## config.mk

```make
export PLATFORM = sky130hd
export DESIGN_NAME = scaler_coe_sched_flat
export DESIGN_NICKNAME = d
export VERILOG_FILES = /design/src/rtl/user_pkg.sv /design/src/rtl/scaler_coe_sched_if.sv /design/src/rtl/scaler_phase_acc.sv /design/src/rtl/scaler_coe_sched.sv /design/src/flat_wrapper.sv
export SDC_FILE = /design/constraint.sdc
export NUM_CORES = 1
export LEC_CHECK = 0
export CAP_MARGIN = 30
export CORE_UTILIZATION = 43
export DETAILED_ROUTE_END_ITERATION = 12
export GPL_ROUTABILITY_DRIVEN = 0
export MAX_ROUTING_LAYER = met4
export PLACE_DENSITY = 0.74
export SLEW_MARGIN = 5
export SYNTH_ARGS = -nofsm -noshare
export SYNTH_HDL_FRONTEND = slang
export SYNTH_SLANG_ARGS = --single-unit
```

## constraint.sdc

```tcl
create_clock -name clk -period 2 [get_ports clk]
set_input_delay 0.4 -clock clk [delete_from_list [all_inputs] [get_ports clk]]
set_output_delay 0.4 -clock clk [all_outputs]
set_load 0.005 [all_outputs]
```

## src/rtl/user_pkg.sv

```systemverilog
// rtl/user_pkg.sv - shared scaler defaults, CLOG2 helper and scheduler state encodings
//
// Purpose: constants shared by the coefficient scheduler, the coefficient ROM
// and the filter datapath, so that all three agree on ROM depth and step format.
// Ports: none (package).

`ifndef USER_PKG_CLOG2
`define USER_PKG_CLOG2
`define CLOG2(x) $clog2(x)
`endif

package user_pkg;

  localparam int COE_DEPTH_DEF  = 32;
  localparam int STEP_WIDTH_DEF = 16;
  localparam int FRAC_WIDTH_DEF = 12;
  localparam int LEN_WIDTH_DEF  = 12;

  typedef enum logic [1:0] {
    SCHED_IDLE  = 2'd0,
    SCHED_RUN   = 2'd1,
    SCHED_FLUSH = 2'd2
  } sched_state_e;

endpackage

```

## src/rtl/scaler_coe_sched_if.sv

```systemverilog
// rtl/scaler_coe_sched_if.sv - coefficient beat stream between scheduler and filter datapath
//
// Purpose: groups the ROM address and its sideband beat (valid/ready/adv/last).
// Ports (signals):
//   coe_addr    ROM address of the beat
//   coe_vld     beat valid, aligned with ROM data
//   coe_ready   datapath accepts the beat
//   coe_src_adv source pixels to advance after this beat
//   coe_last    final beat of the line

interface scaler_coe_sched_if
  import user_pkg::*;
#(
  parameter int AW    = $clog2(COE_DEPTH_DEF),
  parameter int ADV_W = STEP_WIDTH_DEF - FRAC_WIDTH_DEF + 1
);
  logic [AW-1:0]    coe_addr;
  logic             coe_vld;
  logic             coe_ready;
  logic [ADV_W-1:0] coe_src_adv;
  logic             coe_last;

  modport master (
    output coe_addr, coe_vld, coe_src_adv, coe_last,
    input  coe_ready
  );

  modport slave (
    input  coe_addr, coe_vld, coe_src_adv, coe_last,
    output coe_ready
  );
endinterface

```

## src/rtl/scaler_phase_acc.sv

```systemverilog
// rtl/scaler_phase_acc.sv - fractional phase accumulator, carry-to-advance and issue counter
//
// Purpose: holds the latched line config, the fractional phase and the pixel
// counter; presents the ROM address, source advance and last flag for the
// pixel that would issue this cycle.
// Ports:
//   clk, rst_n  clock, asynchronous active-low reset
//   load_i      latch step/len, clear phase and counter
//   step_i      scale step to latch
//   len_i       destination pixel count to latch
//   issue_i     current pixel issues this cycle
//   addr_o      ROM address of the current pixel
//   adv_o       integer carry out of phase + step
//   last_o      current pixel is the last of the line

module scaler_phase_acc
  import user_pkg::*;
#(
  parameter int STEP_WIDTH = STEP_WIDTH_DEF,
  parameter int FRAC_WIDTH = FRAC_WIDTH_DEF,
  parameter int LEN_WIDTH  = LEN_WIDTH_DEF,
  parameter int AW         = $clog2(COE_DEPTH_DEF),
  parameter int ADV_W      = STEP_WIDTH - FRAC_WIDTH + 1
) (
  input  logic                  clk,
  input  logic                  rst_n,
  input  logic                  load_i,
  input  logic [STEP_WIDTH-1:0] step_i,
  input  logic [LEN_WIDTH-1:0]  len_i,
  input  logic                  issue_i,
  output logic [AW-1:0]         addr_o,
  output logic [ADV_W-1:0]      adv_o,
  output logic                  last_o
);

  // One bit wider than the step so the integer carry is never lost.
  localparam int SUM_W = STEP_WIDTH + 1;
  localparam logic [LEN_WIDTH-1:0] LEN_ONE = LEN_WIDTH'(1);

  logic [STEP_WIDTH-1:0] step_q, step_d;
  logic [LEN_WIDTH-1:0]  len_q, len_d;
  logic [LEN_WIDTH-1:0]  cnt_q, cnt_d;
  logic [FRAC_WIDTH-1:0] acc_q, acc_d;
  logic [SUM_W-1:0]      sum;

  assign sum    = SUM_W'(acc_q) + SUM_W'(step_q);
  assign addr_o = acc_q[FRAC_WIDTH-1 -: AW];
  assign adv_o  = sum[SUM_W-1:FRAC_WIDTH];
  // len_q=0 never reaches RUN, so the wrapped len_q-1 is never consulted.
  assign last_o = (cnt_q == (len_q - LEN_ONE));

  always_comb begin
    step_d = step_q;
    len_d  = len_q;
    cnt_d  = cnt_q;
    acc_d  = acc_q;
    if (load_i) begin
      step_d = step_i;
      len_d  = len_i;
      cnt_d  = '0;
      acc_d  = '0;
    end else if (issue_i) begin
      cnt_d = cnt_q + LEN_ONE;
      acc_d = sum[FRAC_WIDTH-1:0];
    end
  end

  always_ff @(posedge clk or negedge rst_n) begin
    if (!rst_n) begin
      step_q <= '0;
      len_q  <= '0;
      cnt_q  <= '0;
      acc_q  <= '0;
    end else begin
      step_q <= step_d;
      len_q  <= len_d;
      cnt_q  <= cnt_d;
      acc_q  <= acc_d;
    end
  end

endmodule

```

## src/rtl/scaler_coe_sched.sv

```systemverilog
// rtl/scaler_coe_sched.sv - per-line cubic coefficient ROM scheduler
//
// Purpose: walks the phase accumulator across one destination line, one ROM
// entry per output pixel, and emits a beat stream aligned one cycle after issue.
// Ports:
//   clk, rst_n   clock, asynchronous active-low reset
//   start        one-cycle pulse, latches config and begins a line (ignored when busy)
//   cfg_step     source/destination ratio, unsigned fixed point
//   cfg_dst_len  output pixels this line
//   busy         line in progress
//   done         one-cycle pulse after the last beat is accepted
//   coe          beat stream (master side)

module scaler_coe_sched
  import user_pkg::*;
#(
  parameter int COE_DEPTH  = COE_DEPTH_DEF,
  parameter int STEP_WIDTH = STEP_WIDTH_DEF,
  parameter int FRAC_WIDTH = FRAC_WIDTH_DEF,
  parameter int LEN_WIDTH  = LEN_WIDTH_DEF
) (
  input  logic                  clk,
  input  logic                  rst_n,
  input  logic                  start,
  input  logic [STEP_WIDTH-1:0] cfg_step,
  input  logic [LEN_WIDTH-1:0]  cfg_dst_len,
  output logic                  busy,
  output logic                  done,
  scaler_coe_sched_if.master    coe
);

  localparam int AW    = $clog2(COE_DEPTH);
  localparam int ADV_W = STEP_WIDTH - FRAC_WIDTH + 1;

  sched_state_e state_q, state_d;
  logic busy_q, busy_d;
  logic done_q, done_d;
  logic load, issue, accept;

  logic             vld_q, last_q;
  logic [AW-1:0]    addr_q;
  logic [ADV_W-1:0] adv_q;

  logic [AW-1:0]    pa_addr;
  logic [ADV_W-1:0] pa_adv;
  logic             pa_last;

  scaler_phase_acc #(
    .STEP_WIDTH (STEP_WIDTH),
    .FRAC_WIDTH (FRAC_WIDTH),
    .LEN_WIDTH  (LEN_WIDTH),
    .AW         (AW),
    .ADV_W      (ADV_W)
  ) u_phase_acc (
    .clk     (clk),
    .rst_n   (rst_n),
    .load_i  (load),
    .step_i  (cfg_step),
    .len_i   (cfg_dst_len),
    .issue_i (issue),
    .addr_o  (pa_addr),
    .adv_o   (pa_adv),
    .last_o  (pa_last)
  );

  assign accept = vld_q & coe.coe_ready;

  always_comb begin
    state_d = state_q;
    busy_d  = busy_q;
    done_d  = 1'b0;
    load    = 1'b0;
    issue   = 1'b0;
    case (state_q)
      SCHED_IDLE: begin
        if (start) begin
          load    = 1'b1;
          busy_d  = 1'b1;
          state_d = (cfg_dst_len == '0) ? SCHED_FLUSH : SCHED_RUN;
        end
      end
      SCHED_RUN: begin
        // Issue whenever the output stage is empty or draining this cycle.
        issue = ~vld_q | coe.coe_ready;
        if (issue && pa_last) begin
          state_d = SCHED_FLUSH;
        end
      end
      SCHED_FLUSH: begin
        // An empty output stage here only happens for a zero-length line.
        if (!vld_q || (accept && last_q)) begin
          done_d  = 1'b1;
          busy_d  = 1'b0;
          state_d = SCHED_IDLE;
        end
      end
      default: state_d = SCHED_IDLE;
    endcase
  end

  always_ff @(posedge clk or negedge rst_n) begin
    if (!rst_n) begin
      state_q <= SCHED_IDLE;
      busy_q  <= 1'b0;
      done_q  <= 1'b0;
    end else begin
      state_q <= state_d;
      busy_q  <= busy_d;
      done_q  <= done_d;
    end
  end

  // Output stage: one cycle behind issue, matching the ROM read latency.
  // Holding the whole beat under backpressure keeps the ROM on the same entry.
  always_ff @(posedge clk or negedge rst_n) begin
    if (!rst_n) begin
      vld_q  <= 1'b0;
      addr_q <= '0;
      adv_q  <= '0;
      last_q <= 1'b0;
    end else if (issue) begin
      vld_q  <= 1'b1;
      addr_q <= pa_addr;
      adv_q  <= pa_adv;
      last_q <= pa_last;
    end else if (accept) begin
      vld_q  <= 1'b0;
      last_q <= 1'b0;
    end
  end

  assign busy            = busy_q;
  assign done            = done_q;
  assign coe.coe_vld     = vld_q;
  assign coe.coe_addr    = addr_q;
  assign coe.coe_src_adv = adv_q;
  assign coe.coe_last    = last_q;

endmodule

```

## src/flat_wrapper.sv

```systemverilog
// flat-port wrapper written by rule: the top's interface ports become plain ports
module scaler_coe_sched_flat import user_pkg::*;
#(
  parameter int COE_DEPTH  = COE_DEPTH_DEF,
  parameter int STEP_WIDTH = STEP_WIDTH_DEF,
  parameter int FRAC_WIDTH = FRAC_WIDTH_DEF,
  parameter int LEN_WIDTH  = LEN_WIDTH_DEF
)
  (clk, rst_n, start, cfg_step, cfg_dst_len, busy, done, coe_coe_addr, coe_coe_vld, coe_coe_src_adv, coe_coe_last, coe_coe_ready);
  scaler_coe_sched_if #(.AW(5), .ADV_W(5)) coe_i ();
  input  logic clk;
  input  logic rst_n;
  input  logic start;
  input  logic [STEP_WIDTH-1:0] cfg_step;
  input  logic [LEN_WIDTH-1:0] cfg_dst_len;
  output logic busy;
  output logic done;
  output wire logic [$bits(coe_i.coe_addr)-1:0] coe_coe_addr;
  output wire logic [$bits(coe_i.coe_vld)-1:0] coe_coe_vld;
  output wire logic [$bits(coe_i.coe_src_adv)-1:0] coe_coe_src_adv;
  output wire logic [$bits(coe_i.coe_last)-1:0] coe_coe_last;
  input wire logic [$bits(coe_i.coe_ready)-1:0] coe_coe_ready;
  assign coe_coe_addr = coe_i.coe_addr;
  assign coe_coe_vld = coe_i.coe_vld;
  assign coe_coe_src_adv = coe_i.coe_src_adv;
  assign coe_coe_last = coe_i.coe_last;
  assign coe_i.coe_ready = coe_coe_ready;
  scaler_coe_sched #(.COE_DEPTH(COE_DEPTH), .STEP_WIDTH(STEP_WIDTH), .FRAC_WIDTH(FRAC_WIDTH), .LEN_WIDTH(LEN_WIDTH)) u_core (.clk(clk), .rst_n(rst_n), .start(start), .cfg_step(cfg_step), .cfg_dst_len(cfg_dst_len), .busy(busy), .done(done), .coe(coe_i));
endmodule
```

==> impl_metrics.csv <==
group,metric,value,unit
outcome,status,"finished, violations left",
timing,drv_slew,0,
clock_tree,h-tree-depth,3,
critical_path,cp-start-kind,"register",
synthesis,synthesis.nets,401,
synthesis,ys_async_sr_fraction,100,%
critical_path,path_buf_inv,1,
critical_path,rr_worst_depth,8,
critical_path,cp_cell_sequence,"inv_2, ha_4, or4b_4, or3_1, a21oi_1, o31a_1, nor3_2, a311oi_1",
layout,design.final.nets,500,
floorplanning,io_pins,46,
critical_path,end_kind,"register",
drt,via_per_inst,5.46,
synthesis,netlist_area,3610,um2
timing,fin_crit_sh,114,%
critical_path,crit_family,"simple AND/OR/NAND/NOR gates",
critical_path,required,2240,ps
timing,rsz0062_at_grt,"yes",
drt,wirelength,8760,um
floorplanning,die_h,93.6,um
synthesis,yosys_warnings,0,
floorplanning,start_util,44.1,%
synthesis,synth_area_leaders,"dfrtp_1 47%, mux2_2 7.5%, ha_1 4.9%",
clock_tree,cts_tree,"built",
timing,setup_ws,-275,ps
layout,drive_above_1_share,29.7,%
drt,drc_errors,0,
timing,fmax,0.440,GHz
clock_tree,cts_root_buf,"clkbuf_8",
timing,period_needed,2280,ps
layout,fillers,659,
synthesis,synth_edf_count,0,
critical_path,worst-path-stages,8,
layout,fin_area,5070,um2
outcome,violations,"negative setup slack",
synthesis,seq_area_frac_synth,47.2,%
drt,dr.first_iter.drc_count,140,
power,power,6.92,mW
placement,numPortBuffers,45,
grt,antenna_found_initial,0,
job,drv_cap,0,
synthesis,synth_ff_type,"dfrtp_1",
layout,syn_to_final_growth,40.5,%
drt,ant_nets,0,
synthesis,synth_cells,354,
grt,grt_overflow_total,0,
synthesis,ys_types,51,
clock_tree,clk_latency,350,ps
grt,grt_max_degree,69,
critical_path,worst_r2r_startpoint,"u_core.u_phase_acc.len_q[1]",
placement,placed_cell_area,4530,um2
critical_path,crit_fanout,5,
drt,drt-wirelength-per-cell,15.6,um
drt,vias,3076,
layout,final_cell_mix,"68 x dfrtp_1, 50 x buf_4, 45 x nand2_1",
floorplanning,dieWidth,93.6,um
floorplanning,num_rows,33,
critical_path,rrSetupSlack,-280,ps
floorplanning,core_area,8180,um2
power,powerDensity,1370,nW/um2
clock_tree,numCtsBuffers,9,
timing,whs,54.7,ps
grt,grt_pass1_wl,14300,um
clock_tree,hold_buffers,0,
timing,fin_skew,11.3,ps
timing,finalHoldViolCount,0,
clock_tree,clock_sinks,68,
layout,antennaDiodeCount,0,
layout,mostFrequentLayoutCell,"dfrtp_1",
critical_path,r2r-end,"u_core.state_q[0]",
critical_path,max_stage_delay,500,ps
timing,setup_viol,9,
placement,preCtsSetupSlack,-321,ps
timing,max-slew-margin-rel,75.9,%
clock_tree,clk_pin_slew_worst_paths,80,ps
critical_path,critPathKind,"reg2reg",
placement,dp_hpwl,5810,um
critical_path,crit_arrival,2520,ps
synthesis,netlist.top_cell.by_area,"dfrtp_1",
drt,dr.pass1.iters,4,
power,p_leak,2.13,nW
clock_tree,cts.path.max_buffers,2,
synthesis,yosysTopAreaCellShare,47.2,%
power,peakVddDrop,752,uV
floorplanning,die_area,8760,um2
grt,grt_pass1_vias,3159,
timing,tightest_slew,361,ps
synthesis,avgSynthCellArea,10.2,um2
grt,track_usage,21.7,%
synthesis,ys_ff_latch,68,
min_path,hold_path.class,"in2async",
critical_path,slowest_stage,"or4b_4",
-- worst reg2reg max path, delay by kind of cell, from the launching register on --
family / cells / cell delay [ps]
flops: 1 / 410
buf+inv: 1 / 90
compound gates: 3 / 640
fa+ha+maj: 1 / 140
simple gates: 3 / 890
-- worst max path at each step --
stage	from	endpoint	slack (ps)
floorplan	u_core.u_phase_acc.len_q[0]	u_core.state_q[0]	-90
global placement	u_core.u_phase_acc.len_q[0]	u_core.state_q[1]	-230
detailed placement	coe_coe_ready	u_core.u_phase_acc.acc_q[7]	-320
CTS	u_core.u_phase_acc.len_q[1]	u_core.state_q[0]	-280
global route	u_core.u_phase_acc.len_q[1]	u_core.state_q[0]	-400
finish	u_core.u_phase_acc.len_q[1]	u_core.state_q[0]	-280
-- Yosys cell counts, drive strengths merged, types with 4 or more instances --
cell type,n
nand2b,5
a211oi,4
nand4,6
inv,10
a21o,4
ha,14
xnor2,14
dfrtp,68
nor3b,4
or3,8
a21oi,16
nor2,18
o21bai,4
xor2,17
o21ai,31
nand3,6
clkbuf,10
mux2,24
nor4,7
nand2,45
nor3,7
-- logic make-up (layout without fill, tap and decap cells) --
| logic type | Yosys count | in the layout | synth area share, % |
|---|---|---|---|
| simple gates | 117 | 117 | 16.3 |
| flops | 68 | 68 | 47.2 |
| compound gates | 79 | 79 | 14.0 |
| buf+inv | 20 | 124 | 2.08 |
| mux | 24 | 24 | 7.49 |
| fa+ha+maj | 15 | 15 | 5.41 |
| xor+xnor | 31 | 31 | 7.53 |
-- repair_timing --
item                       4_1_cts  5_1_grt
hold endpoints to repair         0        0
pin swaps                       13       12
setup endpoints to repair       12       16
setup buffers                    5        7
gates resized for setup         22       22
-- layer usage --
layer | GRT usage (%) | share of wire [%]
met4 | 7.05 | 1.7
met2 | 36.2 | 50
met3 | 6.59 | 5.4
met1 | 24.9 | 42
met5 | - | 0
-- where the power goes --
part	internal (mW)	switching, mW
Clock	0.708	0.559
Sequential	1.82	0.425
Combinational	1.82	1.59
-- area by class of cell --
cell class,instances,area (um2),area share (%)
Multi-Input combinational cell,266,2100,41.5
Sequential cell,68,1700,33.6
Timing Repair Buffer,98,872,17.2
Tap cell,105,131,2.59
Clock buffer,9,124,2.45
Clock inverter,7,97.6,1.93
Inverter,10,37.5,0.741
-- through the flow --
stage                     utilization (%)  setup TNS, ps  cells
final                                62.0          -1410    563
after global routing                 62.0          -2480    563
after CTS                            59.8          -1360    555
after detailed placement             55.4          -8190    534
after global placement               55.4          -5900    534
after floorplan                         -           -243    354
-- state kept, by name (all words and copies together), names as in the netlist, 2 cells and up --
name,count
u_core.u_phase_acc.len_q,12
u_core.coe.coe_src_adv,5
u_core.u_phase_acc.acc_q,12
u_core.u_phase_acc.step_q,16
u_core.coe.coe_addr,5
u_core.state_q,2
u_core.u_phase_acc.cnt_q,12
Power figures use the tool's default switching activity.
